### config.mk
export PLATFORM = sky130hd
export DESIGN_NAME = pc_hazard_ctrl
export DESIGN_NICKNAME = d
export VERILOG_FILES = /design/src/rtl/pc_hazard_ctrl.sv
export SDC_FILE = /design/constraint.sdc
export NUM_CORES = 1
export LEC_CHECK = 0
export ABC_CLOCK_PERIOD_IN_PS = 4620
export CORE_AREA = 5 5 120 122
export CTS_CLUSTER_SIZE = 12
export DETAILED_ROUTE_END_ITERATION = 10
export DIE_AREA = 0 0 125 127
export PLACE_DENSITY_LB_ADDON = 0.25
export SLEW_MARGIN = 25
export SYNTH_ARGS = -nofsm -noshare
export SYNTH_HDL_FRONTEND = slang
export SYNTH_SLANG_ARGS = --single-unit
### constraint.sdc
create_clock -name clk -period 4.62 [get_ports clk]
set_input_delay 1.386 -clock clk [delete_from_list [all_inputs] [get_ports clk]]
set_output_delay 1.386 -clock clk [all_outputs]
set_load 0.005 [all_outputs]
### src/rtl/pc_hazard_ctrl.sv
// Next-PC selection and pipeline hazard control for a 5-stage RISC-V core.
// Handles load-use stalls, fetch wait states and EX redirects, with performance counters.
module pc_hazard_ctrl #(
  parameter int                    DATA_WIDTH     = 32,
  parameter int                    REG_ADDR_WIDTH = 5,
  parameter logic [DATA_WIDTH-1:0] RESET_PC       = '0,
  parameter int                    CNT_WIDTH      = 32
) (
  input  logic                      clk,
  input  logic                      rst,
  input  logic [DATA_WIDTH-1:0]     pc_cur,
  input  logic                      imem_ready,
  input  logic                      ex_mem_read,
  input  logic [REG_ADDR_WIDTH-1:0] ex_rd,
  input  logic [REG_ADDR_WIDTH-1:0] id_rs1,
  input  logic [REG_ADDR_WIDTH-1:0] id_rs2,
  input  logic                      id_use_rs1,
  input  logic                      id_use_rs2,
  input  logic                      ex_redirect,
  input  logic [DATA_WIDTH-1:0]     ex_target,
  output logic [DATA_WIDTH-1:0]     next_pc,
  output logic                      pc_hold,
  output logic                      if_id_hold,
  output logic                      if_id_flush,
  output logic                      id_ex_flush,
  output logic                      redirect_pending,
  output logic [CNT_WIDTH-1:0]      stall_cycles,
  output logic [CNT_WIDTH-1:0]      redirect_count
);

  typedef enum logic [0:0] {
    RUN        = 1'b0,
    REDIR_PEND = 1'b1
  } state_t;

  state_t                  r_state;
  state_t                  w_state_next;
  logic [DATA_WIDTH-1:0]   r_pend_target;
  logic [DATA_WIDTH-1:0]   w_pend_target_next;
  logic [CNT_WIDTH-1:0]    r_stall_cycles;
  logic [CNT_WIDTH-1:0]    r_redirect_count;
  logic                    w_lu;
  logic                    w_accept;

  assign w_lu = ex_mem_read && (ex_rd != '0) &&
                ((id_use_rs1 && (id_rs1 == ex_rd)) || (id_use_rs2 && (id_rs2 == ex_rd)));

  always_comb begin
    next_pc            = pc_cur + DATA_WIDTH'(4);
    pc_hold            = 1'b0;
    if_id_hold         = 1'b0;
    if_id_flush        = 1'b0;
    id_ex_flush        = 1'b0;
    w_accept           = 1'b0;
    w_state_next       = r_state;
    w_pend_target_next = r_pend_target;
    if (rst) begin
      next_pc      = RESET_PC;
      if_id_flush  = 1'b1;
      id_ex_flush  = 1'b1;
      w_state_next = RUN;
    end else begin
      case (r_state)
        RUN: begin
          if (ex_redirect && imem_ready) begin
            next_pc     = ex_target;
            if_id_flush = 1'b1;
            id_ex_flush = 1'b1;
            w_accept    = 1'b1;
          end else if (ex_redirect) begin
            // Fetch still busy: park the target until the current fetch drains.
            pc_hold            = 1'b1;
            if_id_flush        = 1'b1;
            id_ex_flush        = 1'b1;
            w_accept           = 1'b1;
            w_pend_target_next = ex_target;
            w_state_next       = REDIR_PEND;
          end else if (w_lu) begin
            pc_hold     = 1'b1;
            if_id_hold  = 1'b1;
            id_ex_flush = 1'b1;
          end else if (!imem_ready) begin
            pc_hold     = 1'b1;
            if_id_flush = 1'b1;
          end
        end
        REDIR_PEND: begin
          if_id_flush = 1'b1;
          id_ex_flush = 1'b1;
          if (imem_ready) begin
            next_pc      = r_pend_target;
            w_state_next = RUN;
          end else begin
            pc_hold = 1'b1;
          end
        end
        default: w_state_next = RUN;
      endcase
    end
    if (pc_hold) next_pc = pc_cur;
  end

  always_ff @(posedge clk) begin
    if (rst) begin
      r_state          <= RUN;
      r_pend_target    <= '0;
      r_stall_cycles   <= '0;
      r_redirect_count <= '0;
    end else begin
      r_state       <= w_state_next;
      r_pend_target <= w_pend_target_next;
      if (pc_hold && (r_stall_cycles != '1)) r_stall_cycles <= r_stall_cycles + CNT_WIDTH'(1);
      if (w_accept && (r_redirect_count != '1)) r_redirect_count <= r_redirect_count + CNT_WIDTH'(1);
    end
  end

  assign redirect_pending = (r_state == REDIR_PEND);
  assign stall_cycles     = r_stall_cycles;
  assign redirect_count   = r_redirect_count;

endmodule

==> impl_metrics.yaml, run 1 <==
routing:
  dr_total_vias: 7626
  totalWireLength_mm: 22.47
  drc: 0
  dr.pass1.iters: 6
  number_of_drc_markers_after_the_initial_detailed_route_iteration: 811
  detail_route.wl_per_cell_um: 17.11
  antenna_violating_nets_post_route: 0
  drt-vias-per-instance: 5.808
layout:
  stdcell_count: 1313
  stdcell_area_um2: 9520
  post_route_cells_drive_above_1_share: 0.2190
  final.fill_count: 1044
  inserted_diodes: 0
  nets: 1221
  syn2layout_area_growth_pct: 53.59
sta:
  maximum_clock_skew_at_final_layout_ps: 8.896
  worstMarginPinSlew_ps: 723.3
  period_share: 1.011
  final_critical_path_setup_slack_ps: -52.27
  report.final.hold_viol_count: 0
  timing.fmax_ghz: 0.2140
  finalWorstPathRequiredPeriod_ps: 4672
  slew_headroom: 0.5156
  setup_tns_ps: -88.60
  timing.final.max_slew_violations: 0
  unrepaired_setup_endpoints_after_global_routing: "true"
  setup_viol_count_final: 5
synth:
  synth_flop_cell: "sky130_fd_sc_hd__dfxtp_1"
  synth_top_area_frac: 0.3133
  synthDominantAreaCellType: "sky130_fd_sc_hd__dfxtp_1"
  netlist_instances: 856
  post_synth_instance_area_um2: 6198
  asyncSetResetFlopFracSynth: 0
  yosys_warnings: 0
  postSynthAreaPerCell_um2: 7.241
  ys_top_cells_by_area: "sky130_fd_sc_hd__dfxtp_1 (31%), sky130_fd_sc_hd__nand2_1 (9.1%), sky130_fd_sc_hd__a21oi_1 (6.5%)"
  synth.most_common_cell: "sky130_fd_sc_hd__nand2_1"
  synth.distinct_cells: 71
  synthTopCellsByCount: "sky130_fd_sc_hd__nand2_1 (151), sky130_fd_sc_hd__dfxtp_1 (97), sky130_fd_sc_hd__a21oi_1 (81)"
  synth.ff_latch_count: 97
  mappedNetlistNets: 945
  synth_edf_count: 0
  ys_seq_area_frac: 0.3133
critical_path:
  rr_startpoint: "stall_cycles[0]"
  crit_path_max_fanout: 5
  ff2ff_setup_slack_ps: 2030
  critPathArrivalTime_ps: 3290
  required_ps: 3230
  timing.critical_path.to_type: "primary output"
  timing.critical_path.from_type: "input pin"
  worst_r2r_endpoint: "stall_cycles[26]"
  timing.setup.critical_path_class: "input pin to primary output"
  ff2ff_path_depth: 7
placed_design:
  pre_cts_slack_ps: -791.6
  globalplace.congestion: 0.8769
  dpl_cell_area_um2: 8817
  placement.io_buffers: 186
  dp_hpwl_mm: 15.33
  placed_cells_incl_taps: 1265
pwr:
  power.ir.vdd_worst_uv: 156.4
  power_leakage_uw: 0.003586
  power_density_nw_per_um2: 213.1
  fin_total_pwr_uw: 2029
clocking:
  cts_tree: "built"
  h-tree-depth: 3
  cts_made_buffers: 9
  worstSkewPairLatency_ps: 350
  clock-sinks: 97
  clk_pin_slew_ps: 70
  maximum_buffer_depth_of_the_clock_tree: 2
  clk_root_buffer_cell: "sky130_fd_sc_hd__clkbuf_16"
  post_cts_hold_buffer_count: 0
hold_path:
  hold_path_depth: 2
  min-delay-path-class: "register to register"
  hold_start: "r_pend_target[22]"
  whs_endpoint: "r_pend_target[22]"
floorplanning:
  row_count: 42
  floorplan.core_area_um2: 13090
  start_util: 0.4737
  boundaryPins: 187
  dieWidth_um: 125
  dieArea_um2: 15880
  die_height_um: 127
grt:
  grt_pass1_wl_mm: 36.18
  overflow: 0
  number_of_antenna_violations_at_the_first_check_in_global_routing: 0
  grt_max_degree: 68
  gr-usage-all-layers: 0.2738
  vias_in_the_first_global_route: 7188
status:
  violations_in_the_final_reports: "setup timing"
  status: "finished with violations"
job:
  cap_violations: 0
==> state kept, by name (all words and copies together) (netlist names) <==
signal	flops
redirect_pending	1
stall_cycles	32
r_pend_target	32
redirect_count	32
==> worst max-delay path by stage <==
stage	depth (start not counted)	startpoint	endpoint
6_report	11	ex_rd[1]	next_pc[22]
5_1_grt	11	ex_rd[1]	next_pc[22]
4_1_cts	11	ex_rd[4]	next_pc[22]
3_5_place_dp	9	ex_rd[1]	next_pc[4]
3_3_place_gp	9	ex_rd[1]	next_pc[24]
2_1_floorplan	8	ex_rd[1]	next_pc[4]
==> metrics by stage <==
stage / hold WS [ps] / util
after floorplan: 433.2 / -
after global placement: 439.3 / 0.6738
after detailed placement: 444.0 / 0.6738
after CTS: 453.1 / 0.7159
after global routing: 468.0 / 0.7276
final: 451.8 / 0.7276
==> metal layers <==
layer,up-vias,track usage,part of all wire,routed length (µm)
li1,3669,-,-,-
met1,3566,0.3641,0.42,9451
met5,-,0,0,0
met3,54,0.06052,0.086,1922
met4,0,0.1020,0.028,633
met2,337,0.4385,0.47,10460
==> final cells by class <==
type	instances	area (µm²)	share of cell area
Timing Repair inverter	2	15.01	0.001577
Inverter	15	63.81	0.006703
Timing Repair Buffer	316	2768	0.2907
Tap cell	176	220.2	0.02313
Multi-Input combinational cell	691	4240	0.4454
Clock buffer	11	232.7	0.02444
Sequential cell	97	1942	0.2040
Clock inverter	5	38.79	0.004074
==> cells by family after synthesis <==
family | synth area share
flip-flops | 0.3133
buffers and inverters | 0.04562
adder cells (fa/ha/maj) | 0.006056
AND/OR/NAND/NOR | 0.3371
AO/OA/AOI/OAI | 0.2180
multiplexers | 0.01494
XOR/XNOR | 0.06500
==> worst max-delay path: stages <==
cell and delay, ps:
sky130_fd_sc_hd__buf_6 90, sky130_fd_sc_hd__or4_4 550, sky130_fd_sc_hd__o21ai_4 190, sky130_fd_sc_hd__nor2_4 60
sky130_fd_sc_hd__a21boi_4 230, sky130_fd_sc_hd__buf_6 150, sky130_fd_sc_hd__inv_8 40, sky130_fd_sc_hd__buf_6 110
sky130_fd_sc_hd__a21o_1 140, sky130_fd_sc_hd__a32o_1 210, sky130_fd_sc_hd__buf_2 130
==> cells in the final DEF, fill, tap and decap left out, types with 21 or more instances in the layout <==
cell | synthesis | final
sky130_fd_sc_hd__clkdlybuf4s50_1 | 0 | 116
sky130_fd_sc_hd__nand2_1 | 151 | 149
sky130_fd_sc_hd__xnor2_1 | 23 | 21
sky130_fd_sc_hd__dlygate4sd2_1 | 0 | 31
sky130_fd_sc_hd__nand4_1 | 41 | 41
sky130_fd_sc_hd__dfxtp_1 | 97 | 97
sky130_fd_sc_hd__xor2_1 | 23 | 23
sky130_fd_sc_hd__nand3_1 | 43 | 39
sky130_fd_sc_hd__a21oi_1 | 81 | 71
sky130_fd_sc_hd__o21ai_0 | 64 | 52
sky130_fd_sc_hd__buf_4 | 2 | 113
sky130_fd_sc_hd__nor2_1 | 70 | 66
==> power breakdown <==
group | switching, µW | total (µW) | internal (µW) | leakage, µW
combinational | 225 | 452 | 227 | 0.00267
clock | 343 | 713 | 370 | 0.000131
sequential | 12.6 | 864 | 851 | 0.000785
==> what timing repair did <==
action | 4_1_cts | 5_1_grt
pin swaps | 41 | 30
endpoints found under the hold margin | 0 | 0
setup endpoints to repair | 36 | 35
cloned | 5 | 0
gates resized for setup | 187 | 66
setup buffers | 20 | 7
(Power assumes the default switching activity.)
==> inputs of run 2 (changes only) <==
--- a/config.mk
+++ b/config.mk
@@ -6,10 +6,10 @@
 export NUM_CORES = 1
 export LEC_CHECK = 0
 export ABC_CLOCK_PERIOD_IN_PS = 4620
-export CORE_AREA = 5 5 120 122
+export CORE_AREA = 2 2 117 119
 export CTS_CLUSTER_SIZE = 12
 export DETAILED_ROUTE_END_ITERATION = 10
-export DIE_AREA = 0 0 125 127
+export DIE_AREA = 0 0 119 121
 export PLACE_DENSITY_LB_ADDON = 0.25
 export SLEW_MARGIN = 25
 export SYNTH_ARGS = -nofsm -noshare
==> run 2 against run 1 <==
The flow still finishes with violations (setup timing). Count of clock-buffer cells in the layout up 1. Sequential share of layout area up 0.16 points. Global-route usage up 2.1 points. Wire length down 2.8%. Final cell count down 0.61%. Utilization down 0.58 points. Hold slack better by 1.1 ps. Clock power up 5.9%. Worst setup slack better by 3.6 ps. Die area down 9.3%. Non-clock buffer count down 10. Largest cell class unchanged. Largest power group unchanged. Highest routed layer is now met5.
==> impl_metrics.yaml, run 2 (same netlist as run 1, synthesis figures left out) <==
clocking:
  clk_root_buffer_cell: "sky130_fd_sc_hd__clkbuf_16"
  clk_pin_slew_ps: 70
  cts_tree: "built"
  clock-sinks: 97
  worstSkewPairLatency_ps: 360
  h-tree-depth: 3
  cts_made_buffers: 9
  maximum_buffer_depth_of_the_clock_tree: 2
floorplanning:
  start_util: 0.4737
  dieWidth_um: 119
  die_height_um: 121
  row_count: 42
  floorplan.core_area_um2: 13090
  dieArea_um2: 14400
  boundaryPins: 187
sta:
  setup_viol_count_final: 1
  finalWorstPathRequiredPeriod_ps: 4669
  timing.fmax_ghz: 0.2142
  slew_headroom: 0.4685
  timing.final.max_slew_violations: 0
  worstMarginPinSlew_ps: 793.6
  maximum_clock_skew_at_final_layout_ps: 6.425
  report.final.hold_viol_count: 0
  unrepaired_setup_endpoints_after_global_routing: "true"
  setup_tns_ps: -48.64
  final_critical_path_setup_slack_ps: -48.64
  period_share: 1.011
grt:
  overflow: 0
  vias_in_the_first_global_route: 6927
  grt_max_degree: 68
  gr-usage-all-layers: 0.2953
  number_of_antenna_violations_at_the_first_check_in_global_routing: 2
  grt_pass1_wl_mm: 34.40
pwr:
  sequentialPowerShare: 0.420
  switchingPower_uw: 587.0
  fin_total_pwr_uw: 2057
  power_density_nw_per_um2: 217.8
  power_leakage_uw: 0.003541
  clock_power_share: 0.367
  cellInternalPower_uw: 1470
  power.ir.vdd_worst_uv: 181.5
  netSwitchingFraction: 0.2854
  share_of_power_burned_in_combinational_logic: 0.213
placed_design:
  dpl_cell_area_um2: 8772
  globalplace.congestion: 0.9045
  dp_hpwl_mm: 14.55
  placement.io_buffers: 186
  pre_cts_slack_ps: -771.5
layout:
  most_common_cell_after_layout_fill_and_taps_aside: "sky130_fd_sc_hd__nand2_1"
  stdcell_area_um2: 9444
  layout.cells.most_common_list: "sky130_fd_sc_hd__nand2_1 (148), sky130_fd_sc_hd__clkdlybuf4s50_1 (114), sky130_fd_sc_hd__buf_4 (106), sky130_fd_sc_hd__dfxtp_1 (97), sky130_fd_sc_hd__a21oi_1 (77)"
  syn2layout_area_growth_pct: 52.36
  nets: 1212
  final_util: 0.7217
  post_route_cells_drive_above_1_share: 0.2021
critical_path:
  timing.setup.critical_path_class: "input pin to primary output"
  timing.critical_path.to_type: "primary output"
  crit_path_max_fanout: 4
  required_ps: 3230
  critPathArrivalTime_ps: 3280
  timing.critical_path.from_type: "input pin"
hold_path:
  min-delay-path-class: "register to register"
status:
  status: "finished with violations"
  violations_in_the_final_reports: "setup timing"
job:
  cap_violations: 0
routing:
  antenna_violating_nets_post_route: 0
  totalWireLength_mm: 21.85
  drt-vias-per-instance: 5.803
  detail_route.wl_per_cell_um: 16.74
  number_of_drc_markers_after_the_initial_detailed_route_iteration: 827
  drc: 0
  dr_total_vias: 7573
  dr.pass1.iters: 7
[run 2: timing repair]
item,CTS,global route
hold buffers,0,0
setup endpoints to repair,36,27
cloned,4,0
gates resized for setup,212,24
pin swaps,41,34
buffers inserted,22,5
[run 2: metal layers]
layer	share of wire	track usage	vias up	wire length [µm]
li1	-	-	3656	-
met1	0.43	0.3854	3539	9414
met2	0.47	0.4828	329	10190
met3	0.075	0.05592	47	1638
met4	0.027	0.1161	2	589
met5	0.00060	0	-	13
[run 2: cell type report]
| class | count | area (µm²) |
|---|---|---|
| multi-input combinational | 691 | 4222 |
| fill | 1069 | 3641 |
| timing repair buffer | 306 | 2669 |
| sequential | 97 | 1942 |
| clock buffer | 12 | 256.5 |
| tap | 176 | 220.2 |
| inverter | 15 | 68.82 |
| clock inverter | 4 | 35.03 |
| timing repair inverter | 3 | 28.78 |
| antenna | 1 | 2.502 |
[run 2: worst max-delay path, cell delays in order]
cell                            delay [ps]
sky130_fd_sc_hd__dlygate4sd2_1         240
sky130_fd_sc_hd__ha_2                  200
sky130_fd_sc_hd__nand4_1               130
sky130_fd_sc_hd__nor2_1                130
sky130_fd_sc_hd__buf_4                 150
sky130_fd_sc_hd__buf_4                 160
sky130_fd_sc_hd__nand2_2                90
sky130_fd_sc_hd__buf_4                 150
sky130_fd_sc_hd__o2111ai_1             230
sky130_fd_sc_hd__nand3_1               120
sky130_fd_sc_hd__dlygate4sd2_1         290
[run 2: final timing paths]
check,startpoint,to,cells after the start,slack [ps]
setup / recovery,pc_cur[3],next_pc[18],11,-50
hold / removal,r_pend_target[11],r_pend_target[11],2,450
setup reg to reg,stall_cycles[0],stall_cycles[26],7,2050
hold reg to reg,r_pend_target[11],r_pend_target[11],2,450
[run 2: metrics by stage]
stage / std cells / hold WS [ps]
2_1_floorplan: 856 / 433.2
3_3_place_gp: 1259 / 438.3
3_5_place_dp: 1259 / 443.6
4_1_cts: 1300 / 453.0
5_1_grt: 1304 / 468.2
6_report: 1305 / 453.0
[run 2: power groups by stage]
| stage | sequential, µW | clock (µW) | combinational, µW |
|---|---|---|---|
| CTS | 863 | 762 | 421 |
| global placement | 882 | 0 | 406 |
| floorplan | 879 | 0 | 172 |
| detailed placement | 883 | 0 | 410 |
| global route | 866 | 802 | 470 |
| finish | 864 | 755 | 438 |
